--- config.mk ---
export PLATFORM = sky130hd
export DESIGN_NAME = axis_header_insert_arbiter
export DESIGN_NICKNAME = d
export VERILOG_FILES = /design/src/rtl/axis_header_insert_arbiter.sv
export SDC_FILE = /design/constraint.sdc
export NUM_CORES = 1
export LEC_CHECK = 0
export BUFFER_PORTS_ARGS = -buffer_cell sky130_fd_sc_hd__buf_2
export CORE_AREA = 4 4 106 108
export CTS_BUF_LIST = sky130_fd_sc_hd__clkbuf_16
export DETAILED_ROUTE_END_ITERATION = 6
export DIE_AREA = 0 0 110 112
export PLACE_DENSITY = 0.72
export REMOVE_ABC_BUFFERS = 1
export SLEW_MARGIN = 20
export SYNTH_ARGS = -nofsm -noshare
export SYNTH_HDL_FRONTEND = slang
export SYNTH_SLANG_ARGS = --single-unit
--- constraint.sdc ---
create_clock -name clk -period 3.1 [get_ports clk]
set_input_delay 0.31 -clock clk [delete_from_list [all_inputs] [get_ports clk]]
set_output_delay 0.31 -clock clk [all_outputs]
set_load 0.01 [all_outputs]
--- src/rtl/axis_header_insert_arbiter.sv ---
// Round-robin arbiter that hands one header at a time to a shared header-insert datapath.
// Latency: req_ready (combinational, IDLE) -> valid_insert 1 cycle; grant held until datapath EOP.
// Backpressure: header held on valid_insert until ready_insert; no new grant until mon last-beat handshake.
module axis_header_insert_arbiter #(
    parameter int DATA_WD      = 32,
    parameter int DATA_BYTE_WD = DATA_WD / 8,
    parameter int BYTE_CNT_WD  = $clog2(DATA_BYTE_WD),
    parameter int NUM_REQ      = 4,
    parameter int REQ_IDX_WD   = $clog2(NUM_REQ)
) (
    input  logic                            clk,
    input  logic                            rst_n,
    input  logic [NUM_REQ-1:0]              req_valid,
    input  logic [NUM_REQ*DATA_WD-1:0]      req_data,
    input  logic [NUM_REQ*DATA_BYTE_WD-1:0] req_keep,
    input  logic [NUM_REQ*BYTE_CNT_WD-1:0]  req_byte_cnt,
    output logic [NUM_REQ-1:0]              req_ready,
    output logic                            valid_insert,
    output logic [DATA_WD-1:0]              data_insert,
    output logic [DATA_BYTE_WD-1:0]         keep_insert,
    output logic [BYTE_CNT_WD-1:0]          byte_insert_cnt,
    input  logic                            ready_insert,
    input  logic                            mon_valid,
    input  logic                            mon_ready,
    input  logic                            mon_last,
    output logic [REQ_IDX_WD-1:0]           grant_idx,
    output logic                            busy,
    output logic [15:0]                     pkt_cnt,
    output logic                            err_hdr,
    output logic                            err_eop,
    input  logic                            err_clr
);

    typedef enum logic [1:0] {
        IDLE     = 2'd0,
        ISSUE    = 2'd1,
        WAIT_EOP = 2'd2
    } state_t;

    state_t                   r_state;
    logic [REQ_IDX_WD-1:0]    r_rr_ptr;
    logic [REQ_IDX_WD-1:0]    r_grant_idx;
    logic                     r_valid_insert;
    logic [DATA_WD-1:0]       r_data;
    logic [DATA_BYTE_WD-1:0]  r_keep;
    logic [BYTE_CNT_WD-1:0]   r_cnt;
    logic [15:0]              r_pkt_cnt;
    logic                     r_err_hdr;
    logic                     r_err_eop;

    logic [DATA_WD-1:0]       w_req_data [NUM_REQ];
    logic [DATA_BYTE_WD-1:0]  w_req_keep [NUM_REQ];
    logic [BYTE_CNT_WD-1:0]   w_req_cnt  [NUM_REQ];

    logic                     w_any;
    logic [REQ_IDX_WD-1:0]    w_gnt_idx;
    logic [REQ_IDX_WD:0]      w_sum;
    logic [REQ_IDX_WD-1:0]    w_idx;
    logic [NUM_REQ-1:0]       w_req_ready;
    logic                     w_capture;
    logic [REQ_IDX_WD-1:0]    w_next_ptr;
    logic [DATA_BYTE_WD-1:0]  w_sel_keep;
    logic [BYTE_CNT_WD-1:0]   w_sel_cnt;
    logic                     w_keep_contig;
    logic                     w_hdr_bad;
    logic                     w_eop;

    always_comb begin
        for (int i = 0; i < NUM_REQ; i++) begin
            w_req_data[i] = req_data[i*DATA_WD +: DATA_WD];
            w_req_keep[i] = req_keep[i*DATA_BYTE_WD +: DATA_BYTE_WD];
            w_req_cnt[i]  = req_byte_cnt[i*BYTE_CNT_WD +: BYTE_CNT_WD];
        end
    end

    // First valid requester at or above the rr pointer, wrapping past NUM_REQ-1.
    always_comb begin
        w_any     = 1'b0;
        w_gnt_idx = '0;
        w_sum     = '0;
        w_idx     = '0;
        for (int i = 0; i < NUM_REQ; i++) begin
            w_sum = {1'b0, r_rr_ptr} + (REQ_IDX_WD+1)'(i);
            if (w_sum >= (REQ_IDX_WD+1)'(NUM_REQ)) begin
                w_sum = w_sum - (REQ_IDX_WD+1)'(NUM_REQ);
            end
            w_idx = w_sum[REQ_IDX_WD-1:0];
            if (!w_any && req_valid[w_idx]) begin
                w_any     = 1'b1;
                w_gnt_idx = w_idx;
            end
        end
    end

    assign w_capture  = (r_state == IDLE) && w_any;
    assign w_next_ptr = (w_gnt_idx == REQ_IDX_WD'(NUM_REQ-1)) ? '0 : w_gnt_idx + REQ_IDX_WD'(1);

    always_comb begin
        w_req_ready = '0;
        if (w_capture) begin
            w_req_ready[w_gnt_idx] = 1'b1;
        end
    end

    // A well-formed keep is a run of ones from the LSB whose length equals the byte count.
    assign w_sel_keep    = w_req_keep[w_gnt_idx];
    assign w_sel_cnt     = w_req_cnt[w_gnt_idx];
    assign w_keep_contig = ((w_sel_keep & (w_sel_keep + DATA_BYTE_WD'(1))) == '0);
    assign w_hdr_bad     = !w_keep_contig || ($countones(w_sel_keep) != int'(w_sel_cnt));
    assign w_eop         = mon_valid && mon_ready && mon_last;

    always_ff @(posedge clk or negedge rst_n) begin
        if (!rst_n) begin
            r_state        <= IDLE;
            r_rr_ptr       <= '0;
            r_grant_idx    <= '0;
            r_valid_insert <= 1'b0;
            r_data         <= '0;
            r_keep         <= '0;
            r_cnt          <= '0;
            r_pkt_cnt      <= '0;
            r_err_hdr      <= 1'b0;
            r_err_eop      <= 1'b0;
        end else begin
            case (r_state)
                IDLE: begin
                    if (w_any) begin
                        r_data         <= w_req_data[w_gnt_idx];
                        r_keep         <= w_sel_keep;
                        r_cnt          <= w_sel_cnt;
                        r_grant_idx    <= w_gnt_idx;
                        r_rr_ptr       <= w_next_ptr;
                        r_valid_insert <= 1'b1;
                        r_state        <= ISSUE;
                    end
                end
                ISSUE: begin
                    if (ready_insert) begin
                        r_valid_insert <= 1'b0;
                        r_state        <= WAIT_EOP;
                    end
                end
                WAIT_EOP: begin
                    if (w_eop) begin
                        r_pkt_cnt <= r_pkt_cnt + 16'd1;
                        r_state   <= IDLE;
                    end
                end
                default: r_state <= IDLE;
            endcase

            if (w_capture && w_hdr_bad) begin
                r_err_hdr <= 1'b1;
            end else if (err_clr) begin
                r_err_hdr <= 1'b0;
            end

            // Any EOP outside WAIT_EOP is stray, including one coinciding with the header handshake.
            if (w_eop && (r_state != WAIT_EOP)) begin
                r_err_eop <= 1'b1;
            end else if (err_clr) begin
                r_err_eop <= 1'b0;
            end
        end
    end

    assign req_ready       = w_req_ready;
    assign valid_insert    = r_valid_insert;
    assign data_insert     = r_data;
    assign keep_insert     = r_keep;
    assign byte_insert_cnt = r_cnt;
    assign grant_idx       = r_grant_idx;
    assign busy            = (r_state != IDLE);
    assign pkt_cnt         = r_pkt_cnt;
    assign err_hdr         = r_err_hdr;
    assign err_eop         = r_err_eop;

endmodule
== After elaboration in Yosys (flattened, before gate mapping) ==
Index checks and enable logic that the tools add are counted.
W data, S select, Z words.
Word-level totals
  flip-flop bits (word level): 63
  input port bits: 163
  output and inout port bits: 64
  word-level logic and storage cells: 111
Operators by class
  add/sub/neg operators: 13
  order comparisons: 11
  equal/unequal tests: 8
  multiplexer cells: 43
  bitwise gates (word level): 2
  reduce and logical (&&, ||, !) cells: 24
Operator list (number)
  $bmux W32 S2: 1
  $mux W32: 2
  $mux W2: 14
  $add A16 B1 Y16 const B: 1
  $lt A2 B3 Y1 const B: 5
  $mux W1: 14
  $ge A3 B3 Y1 const B: 4
  $mux W4: 3
  $logic_and A1 B1 Y1: 9
  $bmux W1 S2: 4
  $bmux W4 S2: 1
  $ne A2 B2 Y1 const B: 4
  $reduce_bool A2 Y1: 4
  $sub A2 B1 Y2 const B: 4
  $add A2 B2 Y3 const B: 2
  $pmux W2 S3: 1
  $reduce_and A3 Y1: 2
  $add A1 B1 Y2: 2
  $add A4 B1 Y4 const B: 1
  $and A4 B4 Y4: 1
  $bmux W2 S2: 1
  $eq A2 B2 Y1 const B: 2
  $logic_not A1 Y1: 4
  $logic_not A4 Y1: 1
  13 further kinds: 14

== Longest topological paths before layout ==
  word-level depth: 25
  mapped depth: 15
  mapped depth without buffers: 14

== Worst setup path after synthesis ==
Ideal clock, no wire load.
  path kind: register -> register
  from: register r_rr_ptr[1]
  to: register r_err_hdr (netlist: err_hdr)
  arrival time: 3.327 ns
  setup slack: -0.370 ns
  stages on the path, launching flop included: 14
  clock period less this slack: 3.470 ns
  path through: dfrtp_1 -> and2_1 -> o211a_4 -> nor2_4 -> buf_8 -> mux2i_1 -> mux2_4 -> inv_1 -> fa_1 -> ha_1 -> or4_1 -> a41o_1 -> a211oi_2 -> o221ai_1
On the way
  cells in the longest elaborated chain, start to end: 25
  elaborated cells between the ends (all ways): 57
  classes of those cells: add/sub (11); order compare (4); eq/ne (1); mux (27); bitwise (2); reduce/logical (12)
RTL lines
  from (decl): line 41  | logic [REQ_IDX_WD-1:0] r_rr_ptr;
  from (signal assigned): line 132  | r_rr_ptr <= w_next_ptr;
  parallel branches: the longest is 13 deep, another holds $add A2 B1 Y3
  $mux W2 (*): line 88  | if (!w_any && req_valid[w_idx]) begin
  $not A2 Y3 (not written as such) (*): line 106  | assign w_sel_keep = w_req_keep[w_gnt_idx];
  $bmux W4 S2 (*): line 106
  $mux W4 (not written as such) (*) (2 in a row): line 106
  net w_sel_keep[0]: line 62  | logic [DATA_BYTE_WD-1:0] w_sel_keep;
  $add A4 B1 Y4: line 108  | assign w_keep_contig = ((w_sel_keep & (w_sel_keep + DATA_BYTE_WD'(1))) == '0);
  $and A4 B4 Y4: line 108
  $logic_not A4 Y1: line 108
  $logic_not A1 Y1: line 109  | assign w_hdr_bad = !w_keep_contig || ($countones(w_sel_keep) != int'(w_sel_cnt));
  $logic_or A1 B1 Y1 (*): line 109
  $logic_and A1 B1 Y1 (*): line 152  | if (w_capture && w_hdr_bad) begin
  $mux W1 or $reduce_bool A2 Y1 (tied branches)
  to (signal assigned): line 122  | r_err_hdr <= 1'b0;
  to (signal assigned): line 153  | r_err_hdr <= 1'b1;
  to (signal assigned): line 155  | r_err_hdr <= 1'b0;
  to (decl): line 48  | logic r_err_hdr;
Mark *: on every way through the listed nets, which the timed path passes. The select of a mux whose other input is x is not followed.
A chain may end at the register's enable or synchronous reset.

== Worst setup path in the final report ==
Same ends and word-level chain as after synthesis.

==> flow_summary.ini <==
[worst_setup_path]
critPathCaptureType = register
cp.arrival_ns = 3.58
crit_type = reg2reg
critPathMaxFanout = 6
cp-start-kind = register
crit_required_ns = 3.29

[die]
num_rows = 37
fp.dieW_um = 110
core_area_sq_um = 10230
initial_utilization_pct = 39.49
die_area_sq_um = 12320
die_h_um = 112
io_pins = 227

[power]
p_total_mw = 5.307
power_switching_mw = 2.220
switching_share_pct = 41.84
share_comb_of_total_power_pct = 55.5
vdd_drop_max_v = 0.0004848
p_leak_nw = 3.226
p_clk_share_pct = 19.5
share_seq_of_total_power_pct = 25.1
power_density_nw_per_um2 = 900.7
intPower_mw = 3.087

[sta]
drv_slew = 0
slew_headroom_pct = 46.15
hold_viol_final = 0
finClkSkew_ns = 0.009592
fmax_mhz = 294.6
fin_crit_sh_pct = 109.5
fin_hold_ws_ns = 0.1656
final.setup.worst_slack_ns = -0.2949
min_period_ns = 3.395
setup_tns_ns = -0.2949
rsz0062_at_grt = true
worst_pin_slew_ns = 0.8078
final-setup-viol-count = 1

[cts]
h-tree-depth = 3
cts_tree = done
clk_latency_ns = 0.33
holdBufCountCts = 0
cts_buffers = 9
ctsRootBufferMaster = clkbuf_16
path_clk_slew_ns = 0.06
clock_path_buffers = 2
cts_sinks = 63

[routing]
drtPass1Iterations = 4
vias = 4604
wl_per_cell_um = 13.89
wl_mm = 12.86
viasPerCell = 4.972
drcViolationCount = 0
drt_iter0_markers = 210
ant_nets = 0

[run_status]
violations = negative setup slack
status = finished with violations

[layout]
antenna_cells = 0
area_growth_pct = 45.83
final_common_cell = buf_2
nets = 959
drive_gt1_share_pct = 38.61
fin_cells = 926
final_cell_mix = buf_2, nand2_1, o21ai_1
stdcell_area_sq_um = 5892
final_util_pct = 57.59

[placement]
portBuffers = 226
gp_congestion = 0.8984
placed_area_sq_um = 5414
pre_cts_ws_ns = -0.5148
hpwl_mm = 9.859
dp.cells = 903

[synthesis]
ys_seq_area_share_pct = 39.02
postSynthAreaPerCell_sq_um = 7.399
syn_inst = 546
synth_cell_types = 49
yosys.area.top_type = dfrtp_1
yosysWarnings = 0
syn_area_sq_um = 4040
ys.flop_type = dfrtp_1
synth_edf_count = 0
yosys_register_bits = 63
ys_async_sr_fraction_pct = 100.0
netlist.area_leader.share_pct = 39.02
synth.top_cells.by_area = dfrtp_1, nand2_1, o21ai_1

[global_routing]
grt_pass1_vias = 4343
grt_max_degree = 64
grt_util_all_layers_pct = 20.23
globalRoute.totalOverflow = 0
grt_pass1_wl_mm = 20.11
antenna_found_initial = 0

[run]
drv_cap = 0

[hold_path]
worstHoldPathType = in2async
Yosys cell counts (2+ instances only):
master,n
inv_1,11
o21ai_1,67
dfrtp_1,63
a21oi_1,4
buf_2,11
nor2_4,2
o21ai_0,8
or4_1,2
nor2_1,14
mux2i_1,10
clkbuf_1,15
nand3_1,41
and4_1,2
inv_2,2
nand2b_1,6
nand4_1,7
nor4_1,2
buf_1,5
xnor2_1,10
mux2_2,3
and2_1,2
nor3_1,2
or2_2,2
nand2_1,213
ha_1,9
xor2_1,5
and3_1,6
worst paths after layout:
path,start,endpoint,slack [ns],cells after the start
worst max-delay path,r_rr_ptr[1]$_DFFE_PN0P_,err_hdr$_DFFE_PN0P_,-0.29,13
worst min register to register,pkt_cnt[15]$_DFFE_PN0P_,pkt_cnt[15]$_DFFE_PN0P_,0.46,1
min in group clk,err_clr,err_eop$_DFFE_PN0P_,0.23,2
worst max register to register,r_rr_ptr[1]$_DFFE_PN0P_,err_hdr$_DFFE_PN0P_,-0.29,13
max in group asynchronous,rst_n,keep_insert[1]$_DFFE_PN0P_,2.40,2
worst min-delay path,rst_n,data_insert[1]$_DFFE_PN0P_,0.17,2
critical path: stages (launching register included):
cell and delay (ns):
dfrtp_1 0.37, and2_4 0.15, o211a_4 0.24, nor2_4 0.14
buf_12 0.14, mux2i_2 0.23, mux2_4 0.19, inv_2 0.04
fa_1 0.58, ha_4 0.21, or4_4 0.47, a41o_1 0.23
a211oi_2 0.15, o221ai_1 0.12
cells by family after synthesis:
logic type,synth area share (%)
compound gates,13.87
fa+ha+maj,3.283
mux,3.685
buf+inv,4.893
xor+xnor,3.252
flops,39.02
simple gates,31.99
state kept, by name, summed over array words and instances (netlist names):
| register | flops |
|---|---|
| pkt_cnt | 16 |
| r_rr_ptr | 2 |
| err_eop | 1 |
| keep_insert | 4 |
| err_hdr | 1 |
| r_state | 2 |
| grant_idx | 2 |
| byte_insert_cnt | 2 |
| data_insert | 32 |
| valid_insert | 1 |
area by class of cell:
cell class | instances | area [sq um]
Fill cell | 989 | 4339
Multi-Input combinational cell | 437 | 2367
Sequential cell | 63 | 1577
Timing Repair Buffer | 261 | 1423
Clock buffer | 9 | 225.2
Tap cell | 136 | 170.2
Clock inverter | 6 | 77.57
Inverter | 14 | 52.55
timing repair:
action | in CTS | in global routing
endpoints found under the hold margin | 0 | 0
resized for setup | 12 | 8
setup buffers | 7 | 1
pin swaps | 11 | 7
setup endpoints to repair | 1 | 1
per-layer routing:
layer  GRT usage [%]  routed length [um]  vias to the layer above  part of all wire, %
met1           24.22                5018                     2099                   39
li1                -                   -                     2299                    -
met2           34.87                6482                      183                   50
met4           8.063                 269                        0                  2.1
met3           4.174                1089                       23                  8.5
met5               0                   0                        -                    0
power groups by stage:
| stage | combinational, mW | sequential, mW | clock (mW) |
|---|---|---|---|
| detailed placement | 2.68 | 1.34 | 0 |
| CTS | 2.87 | 1.33 | 1.06 |
| global placement | 2.58 | 1.33 | 0 |
| floorplan | 1.51 | 1.47 | 0 |
| global route | 3.29 | 1.37 | 1.09 |
| finish | 2.94 | 1.33 | 1.03 |
(Power assumes the default switching activity.)
